## config.mk

```make
export PLATFORM = sky130hd
export DESIGN_NAME = mem_port_arbiter
export DESIGN_NICKNAME = d
export VERILOG_FILES = /design/src/rtl/mem_arb_pkg.sv /design/src/rtl/mem_port_arbiter.sv
export SDC_FILE = /design/constraint.sdc
export NUM_CORES = 1
export LEC_CHECK = 0
export ABC_AREA = 1
export BUFFER_PORTS_ARGS = -buffer_cell sky130_fd_sc_hd__buf_2
export CORE_MARGIN = 1
export CORE_UTILIZATION = 29
export DETAILED_ROUTE_END_ITERATION = 6
export PLACE_DENSITY_LB_ADDON = 0.08
export RECOVER_POWER = 100
export REMOVE_ABC_BUFFERS = 1
export SLEW_MARGIN = 10
export SYNTH_ARGS = -nofsm -noshare
export SYNTH_HDL_FRONTEND = slang
export SYNTH_SLANG_ARGS = --single-unit
```

## constraint.sdc

```tcl
create_clock -name clk -period 2 [get_ports clk]
set_clock_uncertainty 0.05 [all_clocks]
set_input_delay 0.4 -clock clk [delete_from_list [all_inputs] [get_ports clk]]
set_output_delay 0.4 -clock clk [all_outputs]
set_load 0.01 [all_outputs]
```

## src/rtl/mem_arb_pkg.sv

```systemverilog
// Shared types for the unified memory-port arbiter: AddrMode encoding,
// arbiter FSM states and the fixed mode used for instruction fetch.
package mem_arb_pkg;

  typedef enum logic [2:0] {
    LB  = 3'b000,
    LH  = 3'b001,
    LW  = 3'b010,
    LBU = 3'b011,
    LHU = 3'b100,
    SB  = 3'b101,
    SH  = 3'b110,
    SW  = 3'b111
  } addr_mode_t;

  typedef enum logic [1:0] {
    IDLE    = 2'b00,
    BUSY_IF = 2'b01,
    BUSY_D  = 2'b10
  } arb_state_t;

  // Instruction fetch is always a full-word load.
  localparam addr_mode_t FETCH_MODE = LW;

  // Stores occupy the top of the AddrMode encoding (SB..SW).
  function automatic logic is_store(input addr_mode_t mode);
    return (mode >= SB);
  endfunction

endpackage

```

## src/rtl/mem_port_arbiter.sv

```systemverilog
// Arbitrates the single memory port between instruction fetch and the
// load/store path. Optional busy timeout is enabled with ARB_TIMEOUT_EN.
module mem_port_arbiter
  import mem_arb_pkg::*;
#(
  parameter int DATA_WIDTH  = 32,
  parameter int MAX_WAIT    = 4,
  parameter int TIMEOUT_CYC = 64
) (
  input  logic                  clk,
  input  logic                  rst,
  input  logic                  if_req,
  input  logic [DATA_WIDTH-1:0] if_addr,
  output logic                  if_gnt,
  output logic                  if_rvalid,
  output logic [DATA_WIDTH-1:0] if_rdata,
  input  logic                  d_req,
  input  logic [DATA_WIDTH-1:0] d_addr,
  input  logic [2:0]            d_mode,
  input  logic [DATA_WIDTH-1:0] d_wdata,
  output logic                  d_gnt,
  output logic                  d_rvalid,
  output logic [DATA_WIDTH-1:0] d_rdata,
  output logic                  mem_en,
  output logic                  mem_we,
  output logic [DATA_WIDTH-1:0] mem_addr,
  output logic [2:0]            mem_mode,
  output logic [DATA_WIDTH-1:0] mem_wdata,
  input  logic                  mem_rvalid,
  input  logic [DATA_WIDTH-1:0] mem_rdata,
  output logic                  stall,
  output logic                  err
);

  if (MAX_WAIT < 1 || MAX_WAIT > 15 || TIMEOUT_CYC < 2) begin : g_param_check
    $error("mem_port_arbiter: MAX_WAIT must be 1..15 and TIMEOUT_CYC >= 2");
  end

  arb_state_t            state_q, state_d;
  logic                  issue_q;
  logic [3:0]            wait_cnt_q;
  logic [DATA_WIDTH-1:0] cmd_addr_q;
  addr_mode_t            cmd_mode_q;
  logic [DATA_WIDTH-1:0] cmd_wdata_q;
  logic                  cmd_we_q;

  logic grant_d, grant_if;
  logic timeout_hit, timeout_fire;
  logic fetch_due;

  assign fetch_due = (wait_cnt_q == 4'(MAX_WAIT));

  always_comb begin
    // NOTE: every signal written here gets a default first, so no path through
    // the case statement can leave one unassigned and infer a latch.
    state_d      = state_q;
    grant_d      = 1'b0;
    grant_if     = 1'b0;
    timeout_fire = 1'b0;
    if_rvalid    = 1'b0;
    d_rvalid     = 1'b0;
    if_rdata     = '0;
    d_rdata      = '0;

    case (state_q)
      IDLE: begin
        grant_d  = d_req && !(if_req && fetch_due);
        grant_if = if_req && !grant_d;
        if (grant_d)       state_d = BUSY_D;
        else if (grant_if) state_d = BUSY_IF;
      end

      BUSY_IF, BUSY_D: begin
        // A real response in the deadline cycle takes precedence over the abort.
        timeout_fire = timeout_hit && !mem_rvalid;
        if (mem_rvalid || timeout_fire) begin
          state_d = IDLE;
          if (state_q == BUSY_IF) begin
            if_rvalid = 1'b1;
            if (mem_rvalid) if_rdata = mem_rdata;
          end else begin
            d_rvalid = 1'b1;
            if (mem_rvalid && !cmd_we_q) d_rdata = mem_rdata;
          end
        end
      end

      default: state_d = IDLE;
    endcase
  end

  // NOTE: the command registers are reset along with the control state, so the
  // memory-side outputs read 0 after reset instead of stale fields.
  always_ff @(posedge clk or negedge rst) begin
    if (!rst) begin
      state_q     <= IDLE;
      issue_q     <= 1'b0;
      wait_cnt_q  <= '0;
      cmd_addr_q  <= '0;
      cmd_mode_q  <= LB;
      cmd_wdata_q <= '0;
      cmd_we_q    <= 1'b0;
    end else begin
      // NOTE: sequential state uses non-blocking assignments only, so every
      // flop samples pre-edge values regardless of statement order.
      state_q <= state_d;
      issue_q <= grant_d || grant_if;

      if (grant_d) begin
        cmd_addr_q  <= d_addr;
        cmd_mode_q  <= addr_mode_t'(d_mode);
        cmd_wdata_q <= d_wdata;
        cmd_we_q    <= is_store(addr_mode_t'(d_mode));
      end else if (grant_if) begin
        cmd_addr_q  <= if_addr;
        cmd_mode_q  <= FETCH_MODE;
        cmd_wdata_q <= '0;
        cmd_we_q    <= 1'b0;
      end

      // Fairness only counts contested rounds that fetch lost.
      if (grant_if) begin
        wait_cnt_q <= '0;
      end else if (grant_d && if_req && !fetch_due) begin
        wait_cnt_q <= wait_cnt_q + 4'd1;
      end
    end
  end

`ifdef ARB_TIMEOUT_EN
  localparam int TCNT_W = $clog2(TIMEOUT_CYC);

  logic [TCNT_W-1:0] tcnt_q;

  always_ff @(posedge clk or negedge rst) begin
    if (!rst) begin
      tcnt_q <= '0;
    end else if (grant_d || grant_if) begin
      tcnt_q <= '0;
    end else if (state_q != IDLE && !mem_rvalid) begin
      tcnt_q <= tcnt_q + TCNT_W'(1);
    end
  end

  assign timeout_hit = (state_q != IDLE) && (tcnt_q == TCNT_W'(TIMEOUT_CYC - 1));
`else
  assign timeout_hit = 1'b0;
`endif

  assign err       = timeout_fire;
  assign mem_en    = issue_q;
  assign if_gnt    = issue_q && (state_q == BUSY_IF);
  assign d_gnt     = issue_q && (state_q == BUSY_D);
  assign mem_we    = cmd_we_q;
  assign mem_addr  = cmd_addr_q;
  assign mem_mode  = cmd_mode_q;
  assign mem_wdata = cmd_wdata_q;
  assign stall     = (d_req && !d_rvalid) || (if_req && !if_rvalid);

endmodule
```

==> results.toml, run 1 <==
[outcome]
status = "finished, violations left"
violations = "setup timing"

[layout]
fin_nets = 1005
layout_common_cells = "buf_2 (203), nand2_1 (144), inv_1 (140)"
syn2layout_area_growth_pct = 50.5
drive_gt1_share_pct = 32.8
mostFrequentLayoutCell = "buf_2"
layout.cells.non_filler = 1050
final_util_pct = 45.3

[clock_tree]
clock-sinks = 75
htree_num_levels = 3
root_buffer = "clkbuf_16"
clk_path_buf_depth = 2
cts_tree = "built"
clkTransAtPathRegs_ns = 0.06
cts_buffers = 9
clk_latency_ns = 0.33

[synthesis]
synthCells = 596
synth_cell_types = 23
syn_area_um2 = 4210
yosysSeqAreaShare_pct = 44.6
avgSynthCellArea_um2 = 7.06
ys_seq_elements = 75
ys_warn_count = 0

[timing]
final_hold_viol_count = 0
grt_setup_unrepaired = "true"
post-route-period-util_pct = 109
drv_slew = 0
setup_violations = 66
period_minus_slack_ns = 2.18
tns_ns = -6.77
tightest_slew_ns = 0.918
max-slew-margin-rel_pct = 38.8
fmax_ghz = 0.458
timing.final.ws_setup_ns = -0.185

[floorplan]
ios = 275
start_util_pct = 30.1
die_h_um = 122
die_w_um = 122
rows = 43
core-area_um2 = 14000
dieArea_um2 = 15000

[routing]
drcViolationCount = 0
first_pass_iters = 4
drt_wl_total_um = 15100
final_antenna_net_count = 0
viasPerCell = 4.46
num_vias = 4678
wl_per_cell_um = 14.3
drtIter0Drc = 194

[placed_design]
place_hpwl_um = 10800
dp_worst_setup_slack_ns = 0.0354
place_inst = 1024
port_buffers = 273
gp_congestion = 0.786

[critical_path]
critPathTopFamily = "buffers and inverters"
cp_num_buf_inv = 4
critPathArrivalTime_ns = 1.73
cp_max_fo = 8
max_stage_delay_ns = 0.36
path_cells = "inv_2 -> ha_4 -> nand2_4 -> nor2_4 -> inv_6 -> buf_16 -> nor3_2 -> buf_2"
cp_slowest_cell = "dfrtp_1"
critPathLaunchType = "flip-flop"
critical_path_class = "reg2out"
end_kind = "primary output"
cp_data_required_time_ns = 1.55

[grt]
antenna_found_initial = 2
first_global_vias = 4414
grt_pass1_wl_um = 22400
grt_max_degree = 68
grt.total_usage_pct = 19.5
grt_overflow = 0

[power_and_ir_drop]
vdd_drop_max_mv = 0.595
p_per_area_nw_per_um2 = 1360
leakage_nw = 3.80

[run]
maxCapViolCount = 0

[hold_path]
hp-class = "in2reg"
==> registers in the layout, indices dropped and copies added, names as in the netlist <==
| signal | count |
|---|---|
| mem_mode | 3 |
| mem_addr | 32 |
| state_q | 2 |
| mem_we | 1 |
| mem_en | 1 |
| wait_cnt_q | 4 |
| mem_wdata | 32 |
==> layout make-up <==
cell class / count / area, um2
Sequential cell: 75 / 1880
Inverter: 145 / 552
Multi-Input combinational cell: 336 / 1770
Clock inverter: 6 / 93.8
Timing Repair Buffer: 297 / 1570
Clock buffer: 10 / 239
Tap cell: 180 / 225
Antenna cell: 1 / 2.50
Fill cell: 1486 / 7660
==> Yosys cell counts <==
master	number	area share, %
inv_4	1	0.15
a31oi_1	1	0.15
nand4_4	1	0.51
clkbuf_2	1	0.12
ha_1	5	1.5
buf_1	1	0.089
buf_4	2	0.36
buf_6	6	1.6
inv_1	144	13
conb_1	1	0.089
clkbuf_1	19	1.7
nand4_1	33	4.9
nand3_2	1	0.24
o21ai_0	43	5.1
dfrtp_1	75	45
nand3_1	35	4.2
o22ai_1	2	0.30
nor3_1	32	3.8
xnor2_1	1	0.21
nand2_1	146	13
o21a_1	1	0.18
buf_2	11	1.3
nor2_1	34	3.0
==> through the flow <==
| stage | hold WS [ns] | total power [mW] | cell area, um2 |
|---|---|---|---|
| after floorplan | 0.0544 | 4.64 | 3990 |
| after global placement | 0.337 | 6.44 | 5750 |
| after detailed placement | 0.349 | 6.53 | 5750 |
| after CTS | 0.246 | 8.81 | 6370 |
| after global routing | 0.255 | 9.28 | 6330 |
| final | 0.259 | 8.59 | 6330 |
==> path summary, 6_finish.rpt <==
kind	start	to	slack, ns	cells past startpoint
max	state_q[1]	d_rdata[11]	-0.18	8
min	d_wdata[2]	mem_wdata[2]	0.26	3
max reg2reg	state_q[1]	mem_addr[30]	0.19	6
min reg2reg	mem_addr[22]	mem_addr[22]	0.43	2
max in group asynchronous	rst	state_q[0]	0.32	3
min in group asynchronous	rst	mem_wdata[21]	0.68	2
==> worst reg2reg max path, cell delays in order (launching register included) <==
cell and delay (ns):
dfrtp_1 0.38, inv_2 0.10, ha_4 0.15, o21a_2 0.16, clkbuf_2 0.61, nand3_1 0.19
nand2_1 0.10
==> power breakdown <==
part | total [mW] | internal (mW) | switching [mW]
clock | 1.80 | 1.14 | 0.659
combinational | 4.13 | 1.51 | 2.61
sequential | 2.66 | 2.24 | 0.423
==> cell families after synthesis <==
logic type	after synthesis	share of synthesized area, %
AOI/OAI and AO/OA	47	5.74
other	1	0.0891
adders and majority gates	5	1.49
buffers and inverters	185	18.2
DFF	75	44.6
xor gates and xnor gates	1	0.208
and+or+nand+nor	282	29.7
==> metal layers <==
| metal | track usage, % | vias to the layer above | wire (um) |
|---|---|---|---|
| met5 | 0 | - | 9 |
| met2 | 36.5 | 189 | 7850 |
| met4 | 7.85 | 2 | 262 |
| li1 | - | 2345 | - |
| met3 | 4.00 | 20 | 1050 |
| met1 | 21.2 | 2122 | 5890 |
==> timing repair <==
action	4_1_cts	5_1_grt
gates cloned	3	0
gates resized for setup	41	10
endpoints found under the setup margin	66	66
hold endpoints to repair	35	0
pin swaps	1	1
setup buffers	4	1
hold buffers	1	0
Note: power is estimated with default switching activity, not from simulation.
==> run 2, diff against run 1 <==
--- a/config.mk
+++ b/config.mk
@@ -5,7 +5,6 @@
 export SDC_FILE = /design/constraint.sdc
 export NUM_CORES = 1
 export LEC_CHECK = 0
-export ABC_AREA = 1
 export BUFFER_PORTS_ARGS = -buffer_cell sky130_fd_sc_hd__buf_2
 export CORE_MARGIN = 1
 export CORE_UTILIZATION = 29
==> results.toml, run 2 <==
[timing]
period_minus_slack_ns = 2.23
final_hold_viol_count = 0
timing.final.ws_setup_ns = -0.233
drv_slew = 0
setup_violations = 65
post-route-period-util_pct = 112
tightest_slew_ns = 1.18
grt_setup_unrepaired = "true"
max-slew-margin-rel_pct = 21.3
tns_ns = -11.68
fin_hold_ws_ns = 0.234
fmax_ghz = 0.448

[placed_design]
gp_congestion = 0.878
place_hpwl_um = 9150
dp_worst_setup_slack_ns = 0.102
port_buffers = 273
place_inst = 816
placed_area_um2 = 5560

[layout]
final_area_um2 = 6310
syn2layout_area_growth_pct = 59.0
mostFrequentLayoutCell = "buf_2"
fin_nets = 808
layout_common_cells = "buf_2 (166), dfrtp_1 (75), clkbuf_1 (69)"
diodes = 0
drive_gt1_share_pct = 49.1
layout.cells.non_filler = 848

[floorplan]
core-area_um2 = 13300
die_w_um = 119
start_util_pct = 29.9
ios = 275
die_h_um = 119
rows = 42
dieArea_um2 = 14200

[grt]
grt_pass1_wl_um = 20500
antenna_found_initial = 0
grt_overflow = 0
first_global_vias = 3976
grt.total_usage_pct = 18.4
grt_max_degree = 41

[power_and_ir_drop]
leakage_nw = 3.23
vdd_drop_max_mv = 0.551
p_per_area_nw_per_um2 = 1440

[clock_tree]
clock-sinks = 75
clkTransAtPathRegs_ns = 0.06
htree_num_levels = 3
root_buffer = "clkbuf_16"
clk_latency_ns = 0.33
cts_buffers = 9
cts_tree = "built"
clk_path_buf_depth = 2

[routing]
final_antenna_net_count = 0
drcViolationCount = 0
drtIter0Drc = 137
num_vias = 4014
drt_wl_total_um = 13400
first_pass_iters = 4
wl_per_cell_um = 15.8
viasPerCell = 4.73

[outcome]
status = "finished, violations left"
violations = "setup timing"

[synthesis]
synth_top_area_share_pct = 47.3
ys_async_sr_fraction_pct = 100
yosysSeqAreaShare_pct = 47.3
synth.most_common_cell = "dfrtp_1"
ys_warn_count = 0
synth_flop_cell = "dfrtp_1"
ys_seq_elements = 75
yosys-top-cells-count = "dfrtp_1 (75), and2_1 (67), inv_1 (40)"
synth.largest_area_cell = "dfrtp_1"
synth_area_leaders = "dfrtp_1 (47%), and2_1 (11%), o211ai_2 (9.1%)"
synth_cell_types = 36
synthCells = 385
syn_area_um2 = 3970
avgSynthCellArea_um2 = 10.3
synth_edf_count = 0

[hold_path]
min_path_cells = 2
hp-class = "in2reg"

[critical_path]
reg2reg_depth = 6
cp_data_required_time_ns = 1.55
end_kind = "primary output"
critPathArrivalTime_ns = 1.78
cp_max_fo = 8
critical_path_class = "reg2out"
critPathLaunchType = "flip-flop"

[run]
maxCapViolCount = 0
-- run 2: cell types whose count changed after synthesis, sizes merged, moves of 3 or more --
cell,delta
a21oi,+3
o21ai,-40
nand4,-33
nor2,-31
and2,+67
buf,-7
a22o,+34
inv,-105
nand3,-34
o211ai,+64
nand2,-110
nor3,-31
-- run 2: kinds of logic after synthesis --
| logic type | Yosys count | synth area share, % |
|---|---|---|
| adders and majority gates | 5 | 1.58 |
| other | 1 | 0.0945 |
| and+or+nand+nor | 117 | 16.1 |
| buffers and inverters | 74 | 8.61 |
| muxes | 2 | 0.820 |
| DFF | 75 | 47.3 |
| AOI/OAI and AO/OA | 111 | 25.5 |
-- run 2: per-layer routing --
metal  vias to the layer above  part of all wire [%]  GRT usage, %  wire length [um]
li1                       1896                     -             -                 -
met1                      1930                    38          20.9              5140
met2                       173                    54          33.2              7240
met3                        15                   6.3          4.65               846
met4                         0                   1.4          6.01               182
met5                         -                     0             0                 0
-- run 2: area by class of cell --
| cell class | count | area, um2 |
|---|---|---|
| fillers | 1291 | 6980 |
| multi-input cells | 238 | 1930 |
| flip-flops and latches | 75 | 1880 |
| repair buffers | 302 | 1830 |
| clock buffers | 9 | 225 |
| well taps | 176 | 220 |
| inverters | 41 | 154 |
| clock inverters | 7 | 76.3 |
-- run 2: worst max-delay path, cell delays in order (launching register included) --
cell     delay (ns)
dfrtp_1        0.38
inv_2          0.07
ha_4           0.28
nand2_4        0.05
nor3_4         0.15
buf_12         0.15
buf_8          0.12
and2_4         0.15
buf_6          0.10
-- run 2: stage by stage --
stage	power [mW]	utilization (%)
finish	9.11	47.5
global route	9.76	47.5
CTS	9.01	45.8
detailed placement	6.89	41.8
global placement	6.84	41.8
floorplan	4.99	-
-- run 2: report_power, final --
part	switching [mW]	total, mW	internal, mW	leakage (nW)
clock network	0.655	1.63	0.974	0.142
logic	2.54	4.79	2.25	2.16
registers	0.440	2.70	2.26	0.927
-- run 2: final timing paths --
| check | start | endpoint | slack [ns] |
|---|---|---|---|
| min in group asynchronous | rst | mem_wdata[6] | 0.78 |
| worst min-delay path | d_wdata[3] | mem_wdata[3] | 0.23 |
| worst min register to register | mem_addr[6] | mem_addr[6] | 0.44 |
| worst max-delay path | state_q[0] | d_rdata[14] | -0.23 |
| max in group asynchronous | rst | wait_cnt_q[0] | 0.22 |
| worst max register to register | wait_cnt_q[0] | mem_mode[1] | 0.15 |
-- run 2: timing repair --
action                                 CTS  global route
pin swaps                               17            31
endpoints found under the hold margin   19             0
resized for setup                       34            69
setup endpoints to repair               65            65
cloned                                   5             0
hold buffers                             1             0
setup buffers                            8             3
==> run 3, diff against run 2 <==
--- a/config.mk
+++ b/config.mk
@@ -6,7 +6,7 @@
 export NUM_CORES = 1
 export LEC_CHECK = 0
 export BUFFER_PORTS_ARGS = -buffer_cell sky130_fd_sc_hd__buf_2
-export CORE_MARGIN = 1
+export CORE_MARGIN = 1.5
 export CORE_UTILIZATION = 29
 export DETAILED_ROUTE_END_ITERATION = 6
 export PLACE_DENSITY_LB_ADDON = 0.08
==> results.toml, run 3 (synthesis gave the netlist of run 2 again) <==
[critical_path]
critPathTopFamily = "buffers and inverters"
end_kind = "primary output"
critPathLaunchType = "flip-flop"
r2r-end = "mem_addr[5]"
crit_top_cell = "buf_6"
reg2reg_depth = 8
cp_num_buf_inv = 4
r2r_slack_ns = 0.04
cp_data_required_time_ns = 1.55
max_stage_delay_ns = 0.36
cp_max_fo = 8
path_cells = "inv_2 -> ha_4 -> nand2_4 -> nor3_4 -> buf_6 -> clkbuf_16 -> and2_4 -> buf_6"
critPathArrivalTime_ns = 1.83
cp_num_cells = 8
critical_path_class = "reg2out"
cp_slowest_cell = "dfrtp_1"
worstReg2RegStart = "state_q[1]"
endpoint = "d_rdata[21]"
startpoint = "state_q[1]"

[layout]
multi_input_area_um2 = 1880
fin_nets = 802
layout.cells.non_filler = 842
mostFrequentLayoutCell = "buf_2"
drive_gt1_share_pct = 47.7
layout_common_cells = "buf_2 (172), dfrtp_1 (75), clkbuf_1 (68)"
syn2layout_area_growth_pct = 57.8
diodes = 0
final_util_pct = 47.1
ff_latch_area_um2 = 1880
fillers = 1326

[floorplan]
ios = 275
start_util_pct = 29.9
core-area_um2 = 13300
dieArea_um2 = 14400
die_w_um = 120
rows = 42
die_h_um = 120

[power_and_ir_drop]
vdd_drop_max_mv = 0.560
leakage_nw = 3.21
p_per_area_nw_per_um2 = 1450

[timing]
fmax_ghz = 0.439
setup_violations = 64
drv_slew = 0
timing.final.ws_setup_ns = -0.275
post-route-period-util_pct = 114
fin_hold_ws_ns = 0.233
max-slew-margin-rel_pct = 50.0
grt_setup_unrepaired = "true"
period_minus_slack_ns = 2.28
final_hold_viol_count = 0
tightest_slew_ns = 0.749

[grt]
grt.total_usage_pct = 17.4
grt_overflow = 0
first_global_vias = 3924
antenna_found_initial = 0
grt_pass1_wl_um = 19600
grt_max_degree = 49

[clock_tree]
cts_tree = "built"
cts_buffers = 9
clk_path_buf_depth = 2
clk_latency_ns = 0.32
clock-sinks = 75
htree_num_levels = 3
clkTransAtPathRegs_ns = 0.06
root_buffer = "clkbuf_16"

[routing]
num_vias = 3969
drt_wl_total_um = 13400
drtIter0Drc = 123
wl_per_cell_um = 15.9
final_antenna_net_count = 0
viasPerCell = 4.71
drcViolationCount = 0
first_pass_iters = 4

[placed_design]
dp_worst_setup_slack_ns = 0.0966
place_inst = 815
gp_congestion = 0.821
port_buffers = 273
place_hpwl_um = 9450

[outcome]
violations = "setup timing"
status = "finished, violations left"

[hold_path]
hp-class = "in2reg"
min_path_cells = 2

[run]
maxCapViolCount = 0
-- run 3: layer usage --
layer	part of all wire (%)	up-vias	routed length [um]	global-route usage, %
met2	53	173	7050	31.9
met5	0	-	0	0
met4	1.8	0	246	6.70
met3	7.3	20	977	4.23
li1	-	1878	-	-
met1	38	1898	5150	19.2
-- run 3: layout make-up --
class / count / share of cell area [%]
Clock buffer: 11 / 4.04
Tap cell: 176 / 3.52
Inverter: 41 / 2.46
Timing Repair Buffer: 298 / 29.0
Multi-Input combinational cell: 236 / 30.1
Clock inverter: 5 / 0.959
Sequential cell: 75 / 30.0
-- run 3: timing repair --
| action | in CTS | in global routing |
|---|---|---|
| gates resized for setup | 19 | 59 |
| setup buffers | 5 | 2 |
| hold buffers | 1 | 0 |
| hold endpoints to repair | 27 | 0 |
| pin swaps | 5 | 32 |
| setup endpoints to repair | 65 | 65 |
| cloned | 2 | 2 |
-- run 3: worst min path at each step --
stage / startpoint / to / slack [ns]
6_report: d_wdata[24] / mem_wdata[24] / 0.23
5_1_grt: d_wdata[27] / mem_wdata[27] / 0.22
4_1_cts: d_wdata[24] / mem_wdata[24] / 0.22
3_5_place_dp: rst / mem_wdata[3] / 0.31
3_3_place_gp: rst / mem_wdata[18] / 0.31
2_1_floorplan: rst / mem_addr[0] / 0.05
-- run 3: power by group --
| part | internal, mW | leakage (nW) | switching (mW) | total [mW] |
|---|---|---|---|---|
| registers | 2.26 | 0.927 | 0.449 | 2.71 |
| logic | 2.22 | 2.13 | 2.50 | 4.72 |
| clock network | 1.04 | 0.152 | 0.633 | 1.67 |
| total | 5.51 | 3.21 | 3.58 | 9.10 |
-- run 3: per-stage QoR --
| step | power, mW | TNS, ns | area, um2 |
|---|---|---|---|
| after floorplan | 4.99 | -87.93 | 3780 |
| after global placement | 6.94 | 0 | 5590 |
| after detailed placement | 7.00 | 0 | 5590 |
| after CTS | 9.06 | -12.02 | 6080 |
| after global routing | 9.69 | -22.00 | 6260 |
| final | 9.10 | -13.81 | 6260 |
-- run 3: worst register-to-register path, cell delays in order, from the launching register on --
cell and delay (ns):
dfrtp_1 0.39, inv_2 0.09, ha_4 0.14, buf_4 0.14
o21ai_4 0.08, clkinv_1 0.05, clkbuf_2 0.56, o211ai_1 0.26
o211ai_2 0.13
